**src/rtl/shift_serializer.sv**
```systemverilog
// Parallel-to-serial transmitter: accepts an N-bit word on a valid/ready handshake
// and shifts it out one bit per clock, LSB-first or MSB-first.
module shift_serializer #(
   parameter int N = 8
) (
   input  logic         i_clk,
   input  logic         i_rst,
   input  logic [N-1:0] i_data,
   input  logic         i_valid,
   input  logic         i_dir,
   input  logic         i_hold,
   output logic         o_ready,
   output logic         o_serial_out,
   output logic         o_serial_valid,
   output logic         o_done
);

   localparam int CW = $clog2(N);
   localparam logic [CW-1:0] LAST = CW'(N - 1);

   typedef enum logic {
      IDLE,
      SHIFT
   } state_t;

   state_t        r_state;
   logic [N-1:0]  r_word;
   logic [CW-1:0] r_cnt;
   logic          r_dir;
   logic          r_done;

   // NOTE: sequential state uses non-blocking assignments only, so every register
   // in this block sees the pre-edge values of the others.
   always_ff @(posedge i_clk or posedge i_rst) begin
      if (i_rst) begin
         r_state <= IDLE;
         r_word  <= '0;
         r_cnt   <= '0;
         r_dir   <= 1'b0;
         r_done  <= 1'b0;
      end else begin
         r_done <= 1'b0;
         case (r_state)
            IDLE: begin
               if (i_valid) begin
                  r_word  <= i_data;
                  r_dir   <= i_dir;
                  r_cnt   <= '0;
                  r_state <= SHIFT;
               end
            end
            SHIFT: begin
               // Hold freezes word, counter and mode; the current bit stays on the line.
               if (!i_hold) begin
                  r_word <= r_dir ? {r_word[N-2:0], 1'b0} : {1'b0, r_word[N-1:1]};
                  if (r_cnt == LAST) begin
                     r_state <= IDLE;
                     r_done  <= 1'b1;
                  end else begin
                     r_cnt <= r_cnt + 1'b1;
                  end
               end
            end
            default: r_state <= IDLE;
         endcase
      end
   end

   logic w_shifting;
   assign w_shifting     = (r_state == SHIFT);
   assign o_ready        = (r_state == IDLE) && !i_rst;
   assign o_serial_out   = w_shifting ? (r_dir ? r_word[N-1] : r_word[0]) : 1'b0;
   assign o_serial_valid = w_shifting && !i_hold;
   assign o_done         = r_done;

endmodule

```
**config.mk**
```make
export PLATFORM = sky130hd
export DESIGN_NAME = shift_serializer
export DESIGN_NICKNAME = d
export VERILOG_FILES = /design/src/rtl/shift_serializer.sv
export SDC_FILE = /design/constraint.sdc
export NUM_CORES = 1
export LEC_CHECK = 0
export BUFFER_PORTS_ARGS = -buffer_cell sky130_fd_sc_hd__buf_4
export CORE_AREA = 10 10 51 53
export DETAILED_ROUTE_END_ITERATION = 10
export DIE_AREA = 0 0 61 63
export GPL_ROUTABILITY_DRIVEN = 0
export PLACE_DENSITY_LB_ADDON = 0.15
export REMOVE_ABC_BUFFERS = 1
export SLEW_MARGIN = 15
export SYNTH_ARGS = -nofsm -noshare
export SYNTH_HDL_FRONTEND = slang
export SYNTH_SLANG_ARGS = --single-unit
```
**constraint.sdc**
```tcl
create_clock -name i_clk -period 1.8 [get_ports i_clk]
set_input_delay 0.09 -clock i_clk [delete_from_list [all_inputs] [get_ports i_clk]]
set_output_delay 0.09 -clock i_clk [all_outputs]
set_load 0.03 [all_outputs]
```
Word-level counts from Yosys, hierarchy flattened
Index checks and enable logic that the tools add are counted.
Operators by class
  multiplexer cells: 17
  bitwise gates (word level): 1
  reductions and logical operators: 7
  eq/ne operators: 4
  add/sub/neg operators: 1
Operators by type and width (number)
  2-to-1 mux 8 bit: 3
  case mux 8 bit (2 select lines): 1
  2-to-1 mux 3 bit: 3
  2-to-1 mux 1 bit: 8
  inequality test 2 bit, second input constant: 3
  case mux 3 bit (2 select lines): 1
  AND reduction 2 bit: 2
  adder 3 x 1 -> 3 bit, second input constant: 1
  equality test 3 bit, second input constant: 1
  AND reduction 3 bit: 1
  logical AND 1 bit: 2
  zero test 1 bit: 2
  case mux 1 bit (2 select lines): 1
  inverter 1 bit: 1
Word-level totals
  output and inout port bits: 4
  logic and storage cells: 35
  flip-flop bits (word level): 14

Logic depth before layout (Yosys ltp)
Gate-level depths: netlist of the first run.
  word-level depth: 4
  mapped depth: 5
  depth with buffers taken out: 5

Worst setup path before layout of the first run
No wires, ideal clock.
  kind: reg2reg
  from: register r_cnt[0]
  to: register r_cnt[1]
  setup time: 0.122 ns
  arrival: 1.250 ns
  period minus slack after synthesis: 1.371 ns
  buffers on the path: 0
  setup slack: 0.429 ns
  stages on the path, launching flop included: 6
  cell sequence: dfrtp_1 -> ha_1 -> ha_1 -> nor2_1 -> o21bai_1 -> a32o_1
On the way
  word-level cells in the longest chain between the ends: 4
  elaborated cells on any way between the ends: 7
  those cells by class: add/sub (1); eq/ne (2); mux (3); reduce/logical (1)
Ends and longest elaborated chain
  from (decl): RTL line 28  | logic [CW-1:0] r_cnt;
  from (signal assigned): RTL line 60  | r_cnt <= r_cnt + 1'b1;
  adder 3 x 1 -> 3 bit: RTL line 60
  2-to-1 mux 3 bit: RTL line 56  | if (r_cnt == LAST) begin
  2-to-1 mux 3 bit: RTL line 54  | if (!i_hold) begin
  case mux 3 bit (2 select lines): RTL line 43  | case (r_state)
Several ways; a longest one is shown, not always the timed one. The select of a mux whose other input is x is not followed.
A chain may end at the register's enable or synchronous reset.

Final worst setup path of the first run
Ends and elaborated chain as after synthesis.

==> impl_metrics.csv, run 1 <==
group,metric,value,unit
clock_tree,htree_num_levels,1,
grt,grt_max_degree,15,
sta,setup_tns,0,ns
setup_path,rrSetupSlack,0.32,ns
routing,drc_errors,0,
power_and_ir_drop,peakVddDrop,0.701,mV
floorplan,die_h,63,um
sta,setup_viol_count_final,0,
routing,vias,593,
clock_tree,cts-root-buf,"clkbuf_4",
sta,hold_viol,0,
clock_tree,cts.path.max_buffers,2,
floorplan,io_pins,17,
routing,vias_per_cell,5.49,
synth,syn-instance-count,71,
synth,syn_avg_cell_area,11.1,um2
sta,period_needed,1.48,ns
synth,synth_seq_cells,14,
final_layout,syn_to_final_growth,20.6,%
floorplan,core_area,1650,um2
synth,synthTopCellsByCount,"dfrtp_1, inv_1, nand2_1, nor2_1, o21ai_1",
setup_path,r2r_start,"r_cnt[0]",
sta,worst_pin_slew,0.533,ns
setup_path,arrival,1.65,ns
floorplan,die_x,61,um
final_layout,fillers,154,
clock_tree,clock-sinks,14,
setup_path,worstReg2RegEnd,"r_cnt[1]",
sta,fmax,674,MHz
grt,antenna_found_initial,0,
clock_tree,clock_latency,0.27,ns
grt,grt_first_pass_wirelength,2730,um
setup_path,crit_top_cell,"ha_1",
placement,post-place-cells,103,
placement,pre_cts_ws,0.326,ns
routing,ant_nets,0,
min_path,hp-start,"i_dir",
clock_tree,cts.clk_slew.worst_paths,0.09,ns
setup_path,cp_slowest_cell,"dfrtp_1",
floorplan,start_util,0.477,
power_and_ir_drop,p_per_area,1480,nW/um2
sta,whs,0.0480,ns
synth,yosysTopAreaCell,"dfrtp_1",
synth,synth_area,788,um2
routing,dr.first_iter.drc_count,14,
sta,maxSlewHeadroom,0.644,
setup_path,slowest_delay,0.41,ns
min_path,min_to,"r_dir",
synth,synth_top_area_share,0.444,
sta,maxSlewViolCount,0,
placement,hpwl,1230,um
run,drv_cap,0,
floorplan,dieArea,3840,um2
clock_tree,numCtsBuffers,3,
final_layout,drive_gt1_frac,0.396,
grt,track_usage,0.0894,
sta,period_share,0.825,
synth,synth-edff-count,0,
routing,wl_per_cell,15.0,um
sta,grt_setup_unrepaired,"false",
synth,synthArstFlopShare,1.00,
setup_path,cp-end-kind,"flip-flop",
synth,yosys_warnings,0,
floorplan,fp-row-count,15,
setup_path,worst-path-max-fanout,4,
setup_path,critPathBufInv,0,
placement,portBuffers,16,
synth,synth_ff_type,"dfrtp_1",
grt,grt_pass1_vias,624,
final_layout,diodes,0,
setup_path,ff2ff_path_depth,5,
clock_tree,cts_tree,"done",
min_path,holdPathStages,2,
synth,ys_seq_area_frac,0.444,
sta,worst_clock_skew,0.00396,ns
final_layout,nNetsFinal,107,
synth,ys_types,21,
setup_path,cp_cell_sequence,"ha_1 > ha_1 > nor2_1 > o21bai_1 > a32o_1",
setup_path,cp.required,1.96,ns
routing,drt_first_pass_iters,4,
synth,yosysMostFrequentCell,"dfrtp_1",
power_and_ir_drop,p_leak,0.000477,uW
final_layout,layout.cells.non_filler,108,
run_status,outcome,"complete, no violations",
setup_path,critPathKind,"flip-flop to flip-flop",
synth,netlist_top_cells_area,"dfrtp_1, mux2_4, o221a_2, a221oi_1, buf_6",
clock_tree,cts_resized,0,
min_path,min_path_type,"input port to flip-flop",
grt,grt.overflow.total,0,
sta,fin_ws,0.316,ns
routing,drt-total-wl,1630,um
setup_path,critPathLaunchType,"flip-flop",
setup_path,crit_family,"flip-flops",
## worst reg2reg max path: cells and delay by family (launching register included)
kind / cells / cell delay (ns)
flip-flops: 1 / 0.41
adder cells (fa/ha/maj): 2 / 0.40
AND/OR/NAND/NOR: 1 / 0.23
AO/OA/AOI/OAI: 2 / 0.34
## power by group
group | leakage (uW) | switching [uW] | internal (uW)
sequential | 0.000169 | 153 | 445
clock | 0.0000210 | 98.3 | 123
combinational | 0.000287 | 233 | 354
## stage by stage
stage | total power [uW] | utilization | cell area (um2)
3_5_place_dp | 1190 | 0.548 | 905
6_report | 1410 | 0.576 | 951
5_1_grt | 1530 | 0.576 | 951
3_3_place_gp | 1180 | 0.548 | 905
4_1_cts | 1420 | 0.576 | 951
2_1_floorplan | 1020 | - | 741
## state kept, by name (all words and copies together), names as in the netlist
name and count:
o_done 1, r_cnt 3, r_dir 1, r_state 1
r_word 8
## kinds of logic (layout without fill, tap and decap cells)
group / count (synthesis) / after routing / share of synthesized area
adder cells (fa/ha/maj): 2 / 2 / 0.0317
flip-flops: 14 / 14 / 0.444
AO/OA/AOI/OAI: 18 / 18 / 0.181
buffers and inverters: 11 / 31 / 0.0936
AND/OR/NAND/NOR: 17 / 17 / 0.110
XOR/XNOR: 1 / 1 / 0.0111
multiplexers: 8 / 8 / 0.129
## placed cells by master (no fill, tap or decap), types with 2 or more instances in the layout
cell type / Yosys / final
nor2_1: 5 / 5
o221a_2: 4 / 4
inv_1: 7 / 7
o21ai_0: 2 / 2
o21ai_1: 5 / 5
buf_4: 0 / 19
a32o_1: 2 / 2
mux2i_1: 3 / 3
mux2_4: 4 / 4
and3_2: 4 / 4
clkbuf_4: 0 / 3
ha_1: 2 / 2
dfrtp_1: 14 / 14
a221oi_1: 4 / 4
nand2_1: 5 / 5
## layer usage
layer	share of wire	GRT usage	vias to the layer above
li1	-	-	295
met1	0.46	0.111	270
met2	0.42	0.128	26
met3	0.10	0.0386	2
met4	0.010	0.0412	0
met5	0	0	-
## worst max path at each step
stage	slack (ns)	cells after the start	start	endpoint
finish	0.32	5	r_cnt[0]	r_cnt[1]
global route	0.21	3	r_dir	r_word[4]
CTS	0.31	5	r_cnt[0]	r_cnt[1]
detailed placement	0.33	5	r_cnt[0]	r_cnt[1]
global placement	0.33	5	r_cnt[0]	r_cnt[1]
floorplan	0.14	3	r_state	r_word[0]
## final cells by class
cell class	count	area, um2	area share
Sequential cell	14	350	0.368
Multi-Input combinational cell	46	364	0.383
Tap cell	17	21.3	0.0224
Timing Repair Buffer	20	153	0.161
Inverter	7	26.3	0.0276
Clock buffer	4	36.3	0.0382
## what timing repair did
item / 4_1_cts / 5_1_grt
buffers inserted: 0 / 0
hold buffers: 1 / 0
endpoints found under the hold margin: 14 / 0
Power figures use the tool's default switching activity.
==> inputs of run 2 (changes only) <==
==> constraint.sdc (replaced) <==
create_clock -name i_clk -period 1.39 [get_ports i_clk]
set_input_delay 0.0695 -clock i_clk [delete_from_list [all_inputs] [get_ports i_clk]]
set_output_delay 0.0695 -clock i_clk [all_outputs]
set_load 0.03 [all_outputs]
==> run 2 against run 1 <==
Critical path type unchanged. Register-to-register slack lost 0.26 ns. Hold slack lost 0.038 ns. Sequential share of layout area shrank 3.4 points. Largest cell class unchanged. Utilization grew 6.1 points. Non-clock buffer count grew 8. Critical path depth is the same. Sequential power grew 22%. Count of clock-buffer cells in the layout is the same. Via count grew 8.3%.
==> impl_metrics.csv, run 2 (synthesis results as in run 1) <==
group,metric,value,unit
clock_tree,htree_num_levels,1,
floorplan,die_h,63,um
sta,hold_viol,0,
sta,period_share,0.960,
min_path,hp-start,"i_dir",
clock_tree,cts_tree,"done",
floorplan,core_area,1650,um2
setup_path,cp.required,1.56,ns
sta,worst_pin_slew,0.543,ns
floorplan,die_x,61,um
clock_tree,clock_latency,0.28,ns
setup_path,critPathKind,"flip-flop to flip-flop",
power_and_ir_drop,p_per_area,1920,nW/um2
setup_path,cp_cell_sequence,"ha_1 > ha_2 > nor2_4 > o21bai_1 > a32o_1",
clock_tree,numCtsBuffers,3,
grt,antenna_found_initial,0,
clock_tree,cts-root-buf,"clkbuf_4",
routing,vias,642,
setup_path,slowest_delay,0.40,ns
grt,grt.overflow.total,0,
final_layout,largest_reg_flops,8,
final_layout,reg_top3,"r_word x8, r_cnt x3",
placement,pre_cts_ws,0.000116,ns
clock_tree,cts.path.max_buffers,2,
sta,period_needed,1.33,ns
placement,hpwl,1260,um
power_and_ir_drop,combPwrFrac,0.490,
setup_path,arrival,1.51,ns
power_and_ir_drop,switchingPower,698,uW
final_layout,diodes,0,
grt,track_usage,0.0963,
grt,grt_max_degree,15,
power_and_ir_drop,p_leak,0.000534,uW
sta,grt_setup_unrepaired,"true",
power_and_ir_drop,p_total,2020,uW
setup_path,crit_path_end,"r_cnt[1]",
sta,fmax,750,MHz
sta,fin_ws,0.0559,ns
grt,grt_pass1_vias,648,
setup_path,ff2ff_path_depth,5,
final_layout,final_common_cell,"buf_4",
setup_path,worstReg2RegEnd,"r_cnt[1]",
sta,maxSlewViolCount,0,
routing,ant_nets,0,
final_layout,syn_to_final_growth,33.5,%
placement,placed_cell_area,935,um2
routing,vias_per_cell,5.53,
setup_path,critPathLaunchType,"flip-flop",
run_status,outcome,"complete, no violations",
setup_path,r2r_start,"r_cnt[0]",
grt,grt_first_pass_wirelength,2910,um
power_and_ir_drop,peakVddDrop,0.837,mV
setup_path,cp-end-kind,"flip-flop",
min_path,min_path_type,"input port to flip-flop",
routing,drt_first_pass_iters,4,
power_and_ir_drop,swShare,0.346,
clock_tree,clock-sinks,14,
floorplan,io_pins,17,
floorplan,fp-row-count,15,
sta,maxSlewHeadroom,0.638,
routing,wl_per_cell,15.7,um
final_layout,utilization,0.637,
final_layout,drive_gt1_frac,0.525,
clock_tree,cts.clk_slew.worst_paths,0.09,ns
run,drv_cap,0,
setup_path,setup.worst_path.start,"r_cnt[0]",
final_layout,top_register,"r_word",
setup_path,worst-path-max-fanout,3,
setup_path,critPathBufInv,0,
power_and_ir_drop,p_seq_frac,0.362,
setup_path,critical_path_cell_count,5,
routing,drc_errors,0,
power_and_ir_drop,clkPwrFrac,0.148,
placement,portBuffers,16,
power_and_ir_drop,p_int,1320,uW
sta,worst_clock_skew,0.00478,ns
floorplan,start_util,0.477,
final_layout,fin_area,1050,um2
final_layout,final_cell_mix,"buf_4, dfrtp_1, inv_1, nand2_1",
setup_path,crit_family,"flip-flops",
setup_path,rrSetupSlack,0.06,ns
routing,drt-total-wl,1820,um
routing,dr.first_iter.drc_count,14,
floorplan,dieArea,3840,um2
sta,setup_viol_count_final,0,
setup_path,cp_slowest_cell,"dfrtp_1",
final_layout,nNetsFinal,115,
run 2: cell type report:
class,instances,area (um2)
Fill cell,131,599
Multi-Input combinational cell,46,404
Inverter,7,26.3
Sequential cell,14,352
Tap cell,17,21.3
Timing Repair Buffer,28,213
Clock buffer,4,36.3
run 2: per-stage QoR:
stage	std cells	hold WS, ns	TNS [ns]
5_1_grt	116	0.0183	-0.0246
6_report	116	0.0102	0
2_1_floorplan	67	-0.0413	-1.59
3_3_place_gp	107	0.162	0
3_5_place_dp	107	0.154	0
4_1_cts	114	0.00933	0
run 2: what timing repair did:
| item | 4_1_cts | 5_1_grt |
|---|---|---|
| setup endpoints to repair | 4 | 11 |
| pin swaps | 0 | 1 |
| hold buffers | 1 | 0 |
| hold endpoints to repair | 14 | 0 |
| gates resized for setup | 4 | 6 |
| buffers inserted | 2 | 2 |
run 2: power groups by stage:
stage               combinational [uW]  sequential (uW)  clock (uW)
global placement                   835              747           0
global route                      1090              760         322
floorplan                          590              735           0
CTS                                927              717         305
detailed placement                 848              749           0
finish                             989              730         298
run 2: worst register-to-register path: cells and delay by family (launching register included):
kind / cells / cell delay [ns]
DFF: 1 / 0.40
adders and majority gates: 2 / 0.40
AOI/OAI and AO/OA: 2 / 0.30
and+or+nand+nor: 1 / 0.13
run 2: how the worst min path moves through the flow:
stage               to  slack, ns  cells after the start
2_1_floorplan   o_done      -0.04                      1
3_3_place_gp   r_state       0.16                      2
3_5_place_dp   r_state       0.15                      2
4_1_cts          r_dir      0.009                      2
5_1_grt          r_dir       0.02                      2
6_report         r_dir       0.01                      2
run 2: per-layer routing:
metal,wire length [um],vias to the layer above,GRT usage
li1,-,312,-
met1,839,303,0.125
met2,819,21,0.131
met3,122,6,0.0346
met4,43,0,0.0522
met5,0,-,0
